===== config.mk =====
export PLATFORM = sky130hd
export DESIGN_NAME = paddle_position
export DESIGN_NICKNAME = d
export VERILOG_FILES = /design/src/rtl/paddle_position.sv
export SDC_FILE = /design/constraint.sdc
export NUM_CORES = 1
export LEC_CHECK = 0
export ABC_CLOCK_PERIOD_IN_PS = 7850
export BUFFER_PORTS_ARGS = -buffer_cell sky130_fd_sc_hd__buf_2
export CORE_ASPECT_RATIO = 1.5
export CORE_MARGIN = 1
export CORE_UTILIZATION = 46
export CTS_BUF_LIST = sky130_fd_sc_hd__clkbuf_16
export CTS_CLUSTER_SIZE = 28
export DETAILED_ROUTE_END_ITERATION = 6
export MAX_ROUTING_LAYER = met4
export RECOVER_POWER = 50
export SETUP_SLACK_MARGIN = 0.15
export SLEW_MARGIN = 20
export SYNTH_ARGS = -nofsm -noshare
export SYNTH_HDL_FRONTEND = slang
export SYNTH_SLANG_ARGS = --single-unit

===== constraint.sdc =====
create_clock -name clk -period 7.85 [get_ports clk]
set_input_delay 0.3925 -clock clk [delete_from_list [all_inputs] [get_ports clk]]
set_output_delay 0.3925 -clock clk [all_outputs]
set_load 0.01 [all_outputs]

===== src/rtl/paddle_position.sv =====
// paddle_position
//   Converts two free-running 16-bit rotary-encoder counts into per-player
//   paddle X coordinates, updating once per video frame. A single shared
//   delta/clamp datapath serves the left player first, then the right.
//
//   Optional build macro: PADDLE_SPEED_LIMIT_EN
//     defined   -> per-frame movement is saturated to +/-MAX_SPEED pixels
//     undefined -> the scaled encoder delta is applied unlimited
//                  (MAX_SPEED is then unused)
//
//   Ports:
//     clk          system clock, rising edge
//     reset        synchronous, active-low reset
//     frame_tick   one-cycle pulse at start of vertical blank
//     count_l/r    left/right encoder running counts (wrap freely)
//     pos_l/r      paddle left-edge X, 0..SCREEN_W-PADDLE_W
//     busy         high while an update is in progress
//     update_done  one-cycle pulse when both positions are final
//     overrun      sticky: a frame_tick arrived while busy
module paddle_position #(
    parameter int SCREEN_W   = 640,
    parameter int PADDLE_W   = 64,
    parameter int STEP_SHIFT = 1,
    parameter int MAX_SPEED  = 8
) (
    input  logic        clk,
    input  logic        reset,
    input  logic        frame_tick,
    input  logic [15:0] count_l,
    input  logic [15:0] count_r,
    output logic [9:0]  pos_l,
    output logic [9:0]  pos_r,
    output logic        busy,
    output logic        update_done,
    output logic        overrun
);

    localparam int POS_MAX   = SCREEN_W - PADDLE_W;
    localparam int POS_RESET = POS_MAX / 2;

    typedef enum logic [2:0] {
        IDLE,
        CALC_L,
        APPLY_L,
        CALC_R,
        APPLY_R
    } state_t;

    state_t             state_q, state_d;
    logic [15:0]        snap_l_q, snap_l_d;
    logic [15:0]        snap_r_q, snap_r_d;
    logic [15:0]        prev_l_q, prev_l_d;
    logic [15:0]        prev_r_q, prev_r_d;
    logic               primed_q, primed_d;
    logic signed [19:0] delta_q, delta_d;
    logic [9:0]         pos_l_q, pos_l_d;
    logic [9:0]         pos_r_q, pos_r_d;
    logic               update_done_q, update_done_d;
    logic               overrun_q, overrun_d;

    // Shared datapath signals
    logic [15:0]        cur_snap;
    logic [15:0]        cur_prev;
    logic [9:0]         cur_pos;
    logic [15:0]        raw_diff;
    logic signed [19:0] scaled;
    logic signed [19:0] limited;
    logic signed [20:0] sum;
    logic [9:0]         clamped;

    always_comb begin
        cur_snap = (state_q == CALC_L) ? snap_l_q : snap_r_q;
        cur_prev = (state_q == CALC_L) ? prev_l_q : prev_r_q;
        cur_pos  = (state_q == APPLY_L) ? pos_l_q : pos_r_q;

        // Modulo-2^16 subtraction reinterpreted as signed gives the
        // shortest movement across a counter wrap.
        raw_diff = cur_snap - cur_prev;
        scaled   = $signed({{4{raw_diff[15]}}, raw_diff}) <<< STEP_SHIFT;

`ifdef PADDLE_SPEED_LIMIT_EN
        if (scaled > 20'(MAX_SPEED)) begin
            limited = 20'(MAX_SPEED);
        end else if (scaled < -20'(MAX_SPEED)) begin
            limited = -20'(MAX_SPEED);
        end else begin
            limited = scaled;
        end
`else
        limited = scaled;
`endif

        // Sum kept wide enough that an unlimited delta cannot wrap before
        // the edge clamp sees it.
        sum = $signed({11'b0, cur_pos}) + $signed({delta_q[19], delta_q});
        if (sum < 0) begin
            clamped = '0;
        end else if (sum > 21'(POS_MAX)) begin
            clamped = 10'(POS_MAX);
        end else begin
            clamped = sum[9:0];
        end
    end

    always_comb begin
        state_d       = state_q;
        snap_l_d      = snap_l_q;
        snap_r_d      = snap_r_q;
        prev_l_d      = prev_l_q;
        prev_r_d      = prev_r_q;
        primed_d      = primed_q;
        delta_d       = delta_q;
        pos_l_d       = pos_l_q;
        pos_r_d       = pos_r_q;
        update_done_d = 1'b0;
        overrun_d     = overrun_q | (frame_tick && (state_q != IDLE));

        case (state_q)
            IDLE: begin
                if (frame_tick) begin
                    snap_l_d = count_l;
                    snap_r_d = count_r;
                    state_d  = CALC_L;
                end
            end
            CALC_L: begin
                // First frame after reset only establishes the baseline.
                delta_d  = primed_q ? limited : '0;
                prev_l_d = snap_l_q;
                state_d  = APPLY_L;
            end
            APPLY_L: begin
                pos_l_d = clamped;
                state_d = CALC_R;
            end
            CALC_R: begin
                delta_d  = primed_q ? limited : '0;
                prev_r_d = snap_r_q;
                state_d  = APPLY_R;
            end
            APPLY_R: begin
                pos_r_d       = clamped;
                update_done_d = 1'b1;
                primed_d      = 1'b1;
                state_d       = IDLE;
            end
            default: state_d = IDLE;
        endcase
    end

    always_ff @(posedge clk) begin
        if (!reset) begin
            state_q       <= IDLE;
            snap_l_q      <= '0;
            snap_r_q      <= '0;
            prev_l_q      <= '0;
            prev_r_q      <= '0;
            primed_q      <= 1'b0;
            delta_q       <= '0;
            pos_l_q       <= 10'(POS_RESET);
            pos_r_q       <= 10'(POS_RESET);
            update_done_q <= 1'b0;
            overrun_q     <= 1'b0;
        end else begin
            state_q       <= state_d;
            snap_l_q      <= snap_l_d;
            snap_r_q      <= snap_r_d;
            prev_l_q      <= prev_l_d;
            prev_r_q      <= prev_r_d;
            primed_q      <= primed_d;
            delta_q       <= delta_d;
            pos_l_q       <= pos_l_d;
            pos_r_q       <= pos_r_d;
            update_done_q <= update_done_d;
            overrun_q     <= overrun_d;
        end
    end

    assign pos_l       = pos_l_q;
    assign pos_r       = pos_r_q;
    assign busy        = (state_q != IDLE);
    assign update_done = update_done_q;
    assign overrun     = overrun_q;

endmodule

## Yosys cells after proc, flatten, opt, wreduce, memory -nomap -nowiden

Cells that the tools add are included.

- Input port bits: 35
- Bits in registers: 110
- Word-level logic and storage cells: 35
- Output and inout bits: 23

- Bitwise logic cells: 1
- Order comparisons: 2
- Eq/ne operators: 5
- Reductions and logical operators: 5
- Add/subtract/negate cells: 2
- Mux-type cells: 9

Operators by type and width:

| kind | count |
|---|---|
| $mux W16 | 2 |
| $mux W10 | 3 |
| $add A11 B20 Y21 | 1 |
| $gt A21 B11 Y1 const B | 1 |
| $lt A21 B1 Y1 const B | 1 |
| $mux W20 | 1 |
| $sub A16 B16 Y16 | 1 |
| $pmux W3 S4 | 1 |
| $eq A3 B2 Y1 const B | 2 |
| $eq A3 B1 Y1 const B | 1 |
| $eq A3 B3 Y1 const B | 1 |
| $logic_not A3 Y1 | 1 |
| $mux W3 | 1 |
| $reduce_bool A3 Y1 | 1 |
| $ne A2 B2 Y1 const B | 1 |
| $reduce_and A2 Y1 | 1 |
| $reduce_or A2 Y1 | 1 |
| $logic_and A1 B1 Y1 | 1 |
| $mux W1 | 1 |
| $or A1 B1 Y1 | 1 |

## Depth between registers and ports, before layout

Gate-level depths: netlist of the first run.

- Word-level depth: 6
- Gate-level depth with buffers: 19

## Worst setup path after synthesis of the first run

No wires, ideal clock.

- Path type: reg2reg
- From: reg state_q[2]
- To: reg delta_q[15]
- Cell stages (with the launch flop): 19
- Setup time: 0.122 ns
- Slack: 4.260 ns
- Data required time: 7.728 ns
- Arrival time: 3.468 ns
- Cells stage by stage: dfxtp_1 buf_6 nand2b_1 clkbuf_1 nor2_1 buf_1 nand2_1 nand2_1 ha_1 inv_1 fa_1 a211oi_1 o21bai_1 a31oi_1 o21ai_0 o41ai_1 o21ai_0 xnor2_1 o21ai_0

- Longest elaborated chain between the ends: 4
- Elaborated cells between the ends (all ways): 7

RTL lines:

| item | line | text |
|---|---|---|
| start, declared | 49 | `state_t state_q, state_d;` |
| start signal, assigned | 165 | `state_q <= state_d;` |
| $eq A3 B1 Y1 | 72, 73, 118 |  |
| $mux W16, on equally long branches | 72, 73 |  |
| $sub A16 B16 Y16 | 78 | `raw_diff = cur_snap - cur_prev;` |
| $mux W20 | 128, 137 |  |
| end signal, assigned | 171 | `delta_q <= delta_d;` |
| end, declared | 55 | `logic signed [19:0] delta_q, delta_d;` |

Several ways; a longest one is shown, not always the timed one.
A chain may end at the register's enable or synchronous reset.

## Worst setup path in the final report of the first run

Same ends and word-level chain as after synthesis.

==> metrics.yaml, run 1 <==
global_routing:
  grt_first_pass_wirelength_mm: 20.1
  grt_pass1_vias: 4437
  antenna_found_initial: 0
  grt_usage_pct: 20.5
  grt.overflow.total: 0
  grt_max_degree: 116
placed_design:
  portBuffers: 57
  hpwl_mm: 8.55
  pre_cts_ws_ps: 3660
  gp_congestion: 0.836
  placed_cells: 862
  dpl-instance-area_um2: 5840
routing:
  routed_via_density: 5.27
  wl_per_cell_um: 13.4
  ant_nets: 0
  drt_iter0_drc: 153
  drc: 0
  num_vias: 4627
  routed_wl_mm: 11.8
  dr.pass1.iters: 5
floorplan:
  core_um2: 11600
  die_h_um: 136
  boundaryPins: 58
  initial_core_util_pct: 47.4
  die_w_um: 91.3
  rows: 48
  die_area_um2: 12400
finish:
  drive_gt1_share_pct: 8.24
  stdcell_area_um2: 6080
  fin_util_pct: 52.5
  diodes: 0
  layout.cells.non_filler: 878
  nNetsFinal: 784
  areaGrowthSynthToFinish_pct: 10.7
synthesis:
  synth_most_common_cell: "nand2_1"
  ys_types: 52
  synth_flop_cell: "dfxtp_1"
  ys.warnings.count: 0
  ys_top_cells_by_count: "208 x nand2_1, 106 x dfxtp_1, 71 x a21boi_0, 35 x clkbuf_1, 32 x nand3_1"
  synth_area_um2: 5500
  synth.area.top_cells: "dfxtp_1 39%, nand2_1 14%, a21boi_0 9.7%, ha_1 5.5%, nand3_1 2.9%"
  synthesis.instances: 692
  yosys.area.top_type_share_pct: 38.6
  syn_avg_cell_area_um2: 7.94
  synth-seq-cells: 106
  synth_edf_count: 0
  synth_top_area_cell: "dfxtp_1"
  yosysSeqAreaShare_pct: 38.6
  syn_nets: 753
  async_flop_share_pct: 0
timing:
  hold_ws_ps: 290
  setup_tns_ps: 0
  setup_viol: 0
  max_freq_ghz: 0.236
  slew_headroom_pct: -173
  post-route-period-util_pct: 54.0
  finalHoldViolations: 0
  fin_skew_ps: 5.46
  drv_slew: 116
  grt_setup_unrepaired: "false"
  finalCriticalPeriod_ps: 4240
  worst_slew_pin_slew_ps: 4090
  worst_slack_ps: 3610
hold_path:
  hp-class: "input pin to register"
worst_setup_path:
  critPathArrivalTime_ps: 4500
  worstPathRequired_ps: 8110
  rrSetupSlack_ps: 3610
  worst_setup_path_end_kind: "register"
  critPathKind: "register to register"
  start_kind: "register"
  crit_fanout: 31
clocking:
  post_cts_buffers: 0
  cts_resized: 0
  cts_hold_buf: 0
  cts_made_buffers: 9
  cts_sinks: 106
  tritoncts: "built"
  clock_path_buffers: 2
  cts_root_buffer: "clkbuf_16"
  htree_levels: 3
  clkLatencyLatePin_ps: 350
  path_clk_slew_ps: 70
power_and_ir_drop:
  ir_worst_vdd_mv: 0.121
  power_leakage_nw: 2.32
  finalPower_mw: 1.21
  power.density_nw_per_um2: 200
flow_run:
  cap_violations: 1
outcome:
  violations: "max-capacitance violations, max-slew violations"
  outcome: "finished, violations left"
[area by class of cell]
cell class              count  area, um^2
fillers                  1180        5510
flip-flops and latches    106        2120
inverters                   7        26.3
multi-input cells         538        3190
well taps                 150         188
repair buffers             61         283
clock buffers               9         225
clock inverters             7        52.6
[placed cells by master, fill, tap and decap left out, drive strengths merged, types with 5 or more instances in the layout]
master	instances
a21boi	71
a21oi	14
a22oi	9
and2	7
buf	37
clkbuf	33
dfxtp	106
ha	24
inv	9
mux2i	14
nand2	208
nand3	32
nand4	7
nor2	15
nor2b	17
nor3	5
o211ai	6
o21a	6
o21ai	34
xnor2	18
[power breakdown]
part           internal, mW  total (mW)  switching (mW)
clock                 0.217       0.424           0.207
combinational        0.0910       0.219           0.128
sequential            0.557       0.572          0.0152
total                 0.865        1.21           0.350
[kinds of logic after synthesis]
group	after synthesis	synth area share, %
AND/OR/NAND/NOR	312	24.9
flip-flops	106	38.6
AO/OA/AOI/OAI	165	21.0
multiplexers	14	2.55
buffers and inverters	48	3.48
XOR/XNOR	21	3.35
adder cells (fa/ha/maj)	26	6.19
[worst max-delay path, cell delays in order (launching register included)]
cell      delay, ps
dfxtp_1         490
nand2b_1        610
nor2_2           50
buf_4           290
nand2_1         130
a21boi_0        200
ha_1            190
inv_1            60
fa_1            410
a211oi_1        260
o21bai_1        140
a31oi_1         250
o21ai_0         180
o41ai_1         420
o21ai_0         190
xnor2_1         150
o21ai_0         140
[state kept, by name, indices dropped and copies added, names as in the netlist, 3 cells and up]
register,flops
snap_r_q,16
delta_q,16
snap_l_q,16
state_q,3
prev_l_q,16
prev_r_q,16
pos_r,10
pos_l,10
[metal layers]
layer	share of wire (%)	wire, um	vias to the layer above	track usage [%]
li1	-	-	2431	-
met1	45	5280	2101	22.6
met2	50	5920	81	37.1
met3	3.2	377	14	3.80
met4	1.6	188	0	6.79
met5	0	0	-	-
[worst paths after layout]
kind | from | endpoint | cells after the start
min | count_r[4] | snap_r_q[4] | 3
max reg2reg | state_q[2] | delta_q[15] | 16
min reg2reg | pos_r[0] | pos_r[0] | 2
max | state_q[2] | delta_q[15] | 16
Power figures use the tool's default switching activity.
==> run 2: changes to the inputs <==
--- a/config.mk
+++ b/config.mk
@@ -5,7 +5,7 @@
 export SDC_FILE = /design/constraint.sdc
 export NUM_CORES = 1
 export LEC_CHECK = 0
-export ABC_CLOCK_PERIOD_IN_PS = 7850
+export ABC_CLOCK_PERIOD_IN_PS = 4300
 export BUFFER_PORTS_ARGS = -buffer_cell sky130_fd_sc_hd__buf_2
 export CORE_ASPECT_RATIO = 1.5
 export CORE_MARGIN = 1
==> constraint.sdc (replaced) <==
create_clock -name clk -period 4.3 [get_ports clk]
set_input_delay 0.215 -clock clk [delete_from_list [all_inputs] [get_ports clk]]
set_output_delay 0.215 -clock clk [all_outputs]
set_load 0.01 [all_outputs]
==> metrics.yaml, run 2 (same netlist as run 1, synthesis figures left out) <==
routing:
  dr.pass1.iters: 4
  wl_per_cell_um: 13.4
  drt_iter0_drc: 155
  drc: 0
  num_vias: 4661
  routed_via_density: 5.29
  routed_wl_mm: 11.8
  ant_nets: 0
global_routing:
  grt_pass1_vias: 4319
  antenna_found_initial: 0
  grt_max_degree: 66
  grt_first_pass_wirelength_mm: 20.0
  grt.overflow.total: 0
  grt_usage_pct: 20.5
hold_path:
  hp-class: "input pin to register"
  hp-start: "count_l[4]"
timing:
  drv_slew: 118
  fin_skew_ps: 9.64
  grt_setup_unrepaired: "false"
  setup_tns_ps: 0
  slew_headroom_pct: -47.8
  worst_slew_pin_slew_ps: 2220
  setup_viol: 0
  post-route-period-util_pct: 90.2
  max_freq_ghz: 0.258
  finalHoldViolations: 0
  finalCriticalPeriod_ps: 3880
power_and_ir_drop:
  clkPwrFrac_pct: 34.9
  pwr-share-seq_pct: 47.1
  power.density_nw_per_um2: 363
  power_switching_mw: 0.637
  power_leakage_nw: 2.34
  ir_worst_vdd_mv: 0.186
  p_sw_share_pct: 28.7
  comb_power_share_pct: 18.0
  internal-power_mw: 1.58
finish:
  most-common-layout-cells: "207 x nand2_1, 106 x dfxtp_1, 71 x a21boi_0"
  areaGrowthSynthToFinish_pct: 11.2
  diodes: 0
  nNetsFinal: 787
  drive_gt1_share_pct: 8.62
  fin_util_pct: 52.7
  layout_commonest_cell: "nand2_1"
worst_setup_path:
  max_stage_delay_ps: 510
  worstPathRequired_ps: 4550
  crit_chain: "or3b_1 > buf_4 > nand2_1 > nand2_1 > ha_1 > nor2b_1 > o31a_1 > o21ai_1 > or3b_1 > a211oi_2 > o221ai_2 > nand3b_1 > o211ai_1"
  crit_family: "simple AND/OR/NAND/NOR gates"
  startpoint: "state_q[1]"
  cp.buffers_inverters: 1
  crit_fanout: 16
  critPathArrivalTime_ps: 4130
  worst_setup_path_end_kind: "register"
  cp_slowest_cell: "dfxtp_1"
  start_kind: "register"
  critPathKind: "register to register"
  reg2reg_from: "state_q[1]"
floorplan:
  rows: 48
  die_h_um: 136
  core_um2: 11600
  die_w_um: 91.3
  initial_core_util_pct: 47.4
  die_area_um2: 12400
  boundaryPins: 58
clocking:
  cts_root_buffer: "clkbuf_16"
  clkLatencyLatePin_ps: 350
  path_clk_slew_ps: 70
  post_cts_buffers: 0
  cts_resized: 0
  cts_made_buffers: 9
  cts_hold_buf: 0
  tritoncts: "built"
  clock_path_buffers: 2
  htree_levels: 3
  cts_sinks: 106
placed_design:
  portBuffers: 57
  hpwl_mm: 8.52
  gp_congestion: 0.828
flow_run:
  cap_violations: 2
outcome:
  outcome: "finished, violations left"
  violations: "max-capacitance violations, max-slew violations"
[run 2: changes by cell type in the layout (fill, tap and decap cells not counted), sizes merged]
cell      delta
buf          +2
clkbuf       +1
clkinv       +1
clkinvlp     -2
inv          +1
[run 2: final timing paths]
check,to,slack (ps),cells after the start
worst max-delay path,pos_l[8],420,13
worst min-delay path,snap_l_q[4],110,3
worst max register to register,pos_l[8],420,13
worst min register to register,prev_l_q[6],470,2
[run 2: cell type report]
| cell class | count | area [um^2] |
|---|---|---|
| fillers | 1168 | 5480 |
| multi-input cells | 538 | 3190 |
| flip-flops and latches | 106 | 2120 |
| repair buffers | 64 | 304 |
| clock buffers | 9 | 225 |
| well taps | 150 | 188 |
| clock inverters | 7 | 55.1 |
| inverters | 7 | 26.3 |
[run 2: layer usage]
| metal | GRT usage (%) | routed length (um) | up-vias |
|---|---|---|---|
| met4 | 7.67 | 206 | 0 |
| met1 | 23.2 | 5430 | 2148 |
| met2 | 36.4 | 5910 | 66 |
| li1 | - | - | 2432 |
| met3 | 3.36 | 276 | 15 |
| met5 | - | 0 | - |
[run 2: stage by stage]
step	cell area [um^2]	power [mW]	setup WS (ps)	hold slack [ps]	instances
after global routing	6110	2.33	150	110	881
after global placement	5860	1.46	581	447	865
after floorplan	5500	1.37	710	360	692
final	6110	2.22	421	110	881
after detailed placement	5860	1.47	456	456	865
after CTS	6140	2.25	446	94.3	881
[run 2: tightest hold or removal path: cells and delay by family]
kind                   cells  cell delay (ps)
and+or+nand+nor            1               40
AOI/OAI and AO/OA          1               60
buffers and inverters      1              100
[run 2: power by group through the flow]
stage	clock network [mW]	registers, mW	logic, mW
floorplan	0	1.06	0.316
global placement	0	1.07	0.392
detailed placement	0	1.07	0.399
CTS	0.802	1.04	0.401
global route	0.831	1.05	0.451
finish	0.776	1.05	0.399
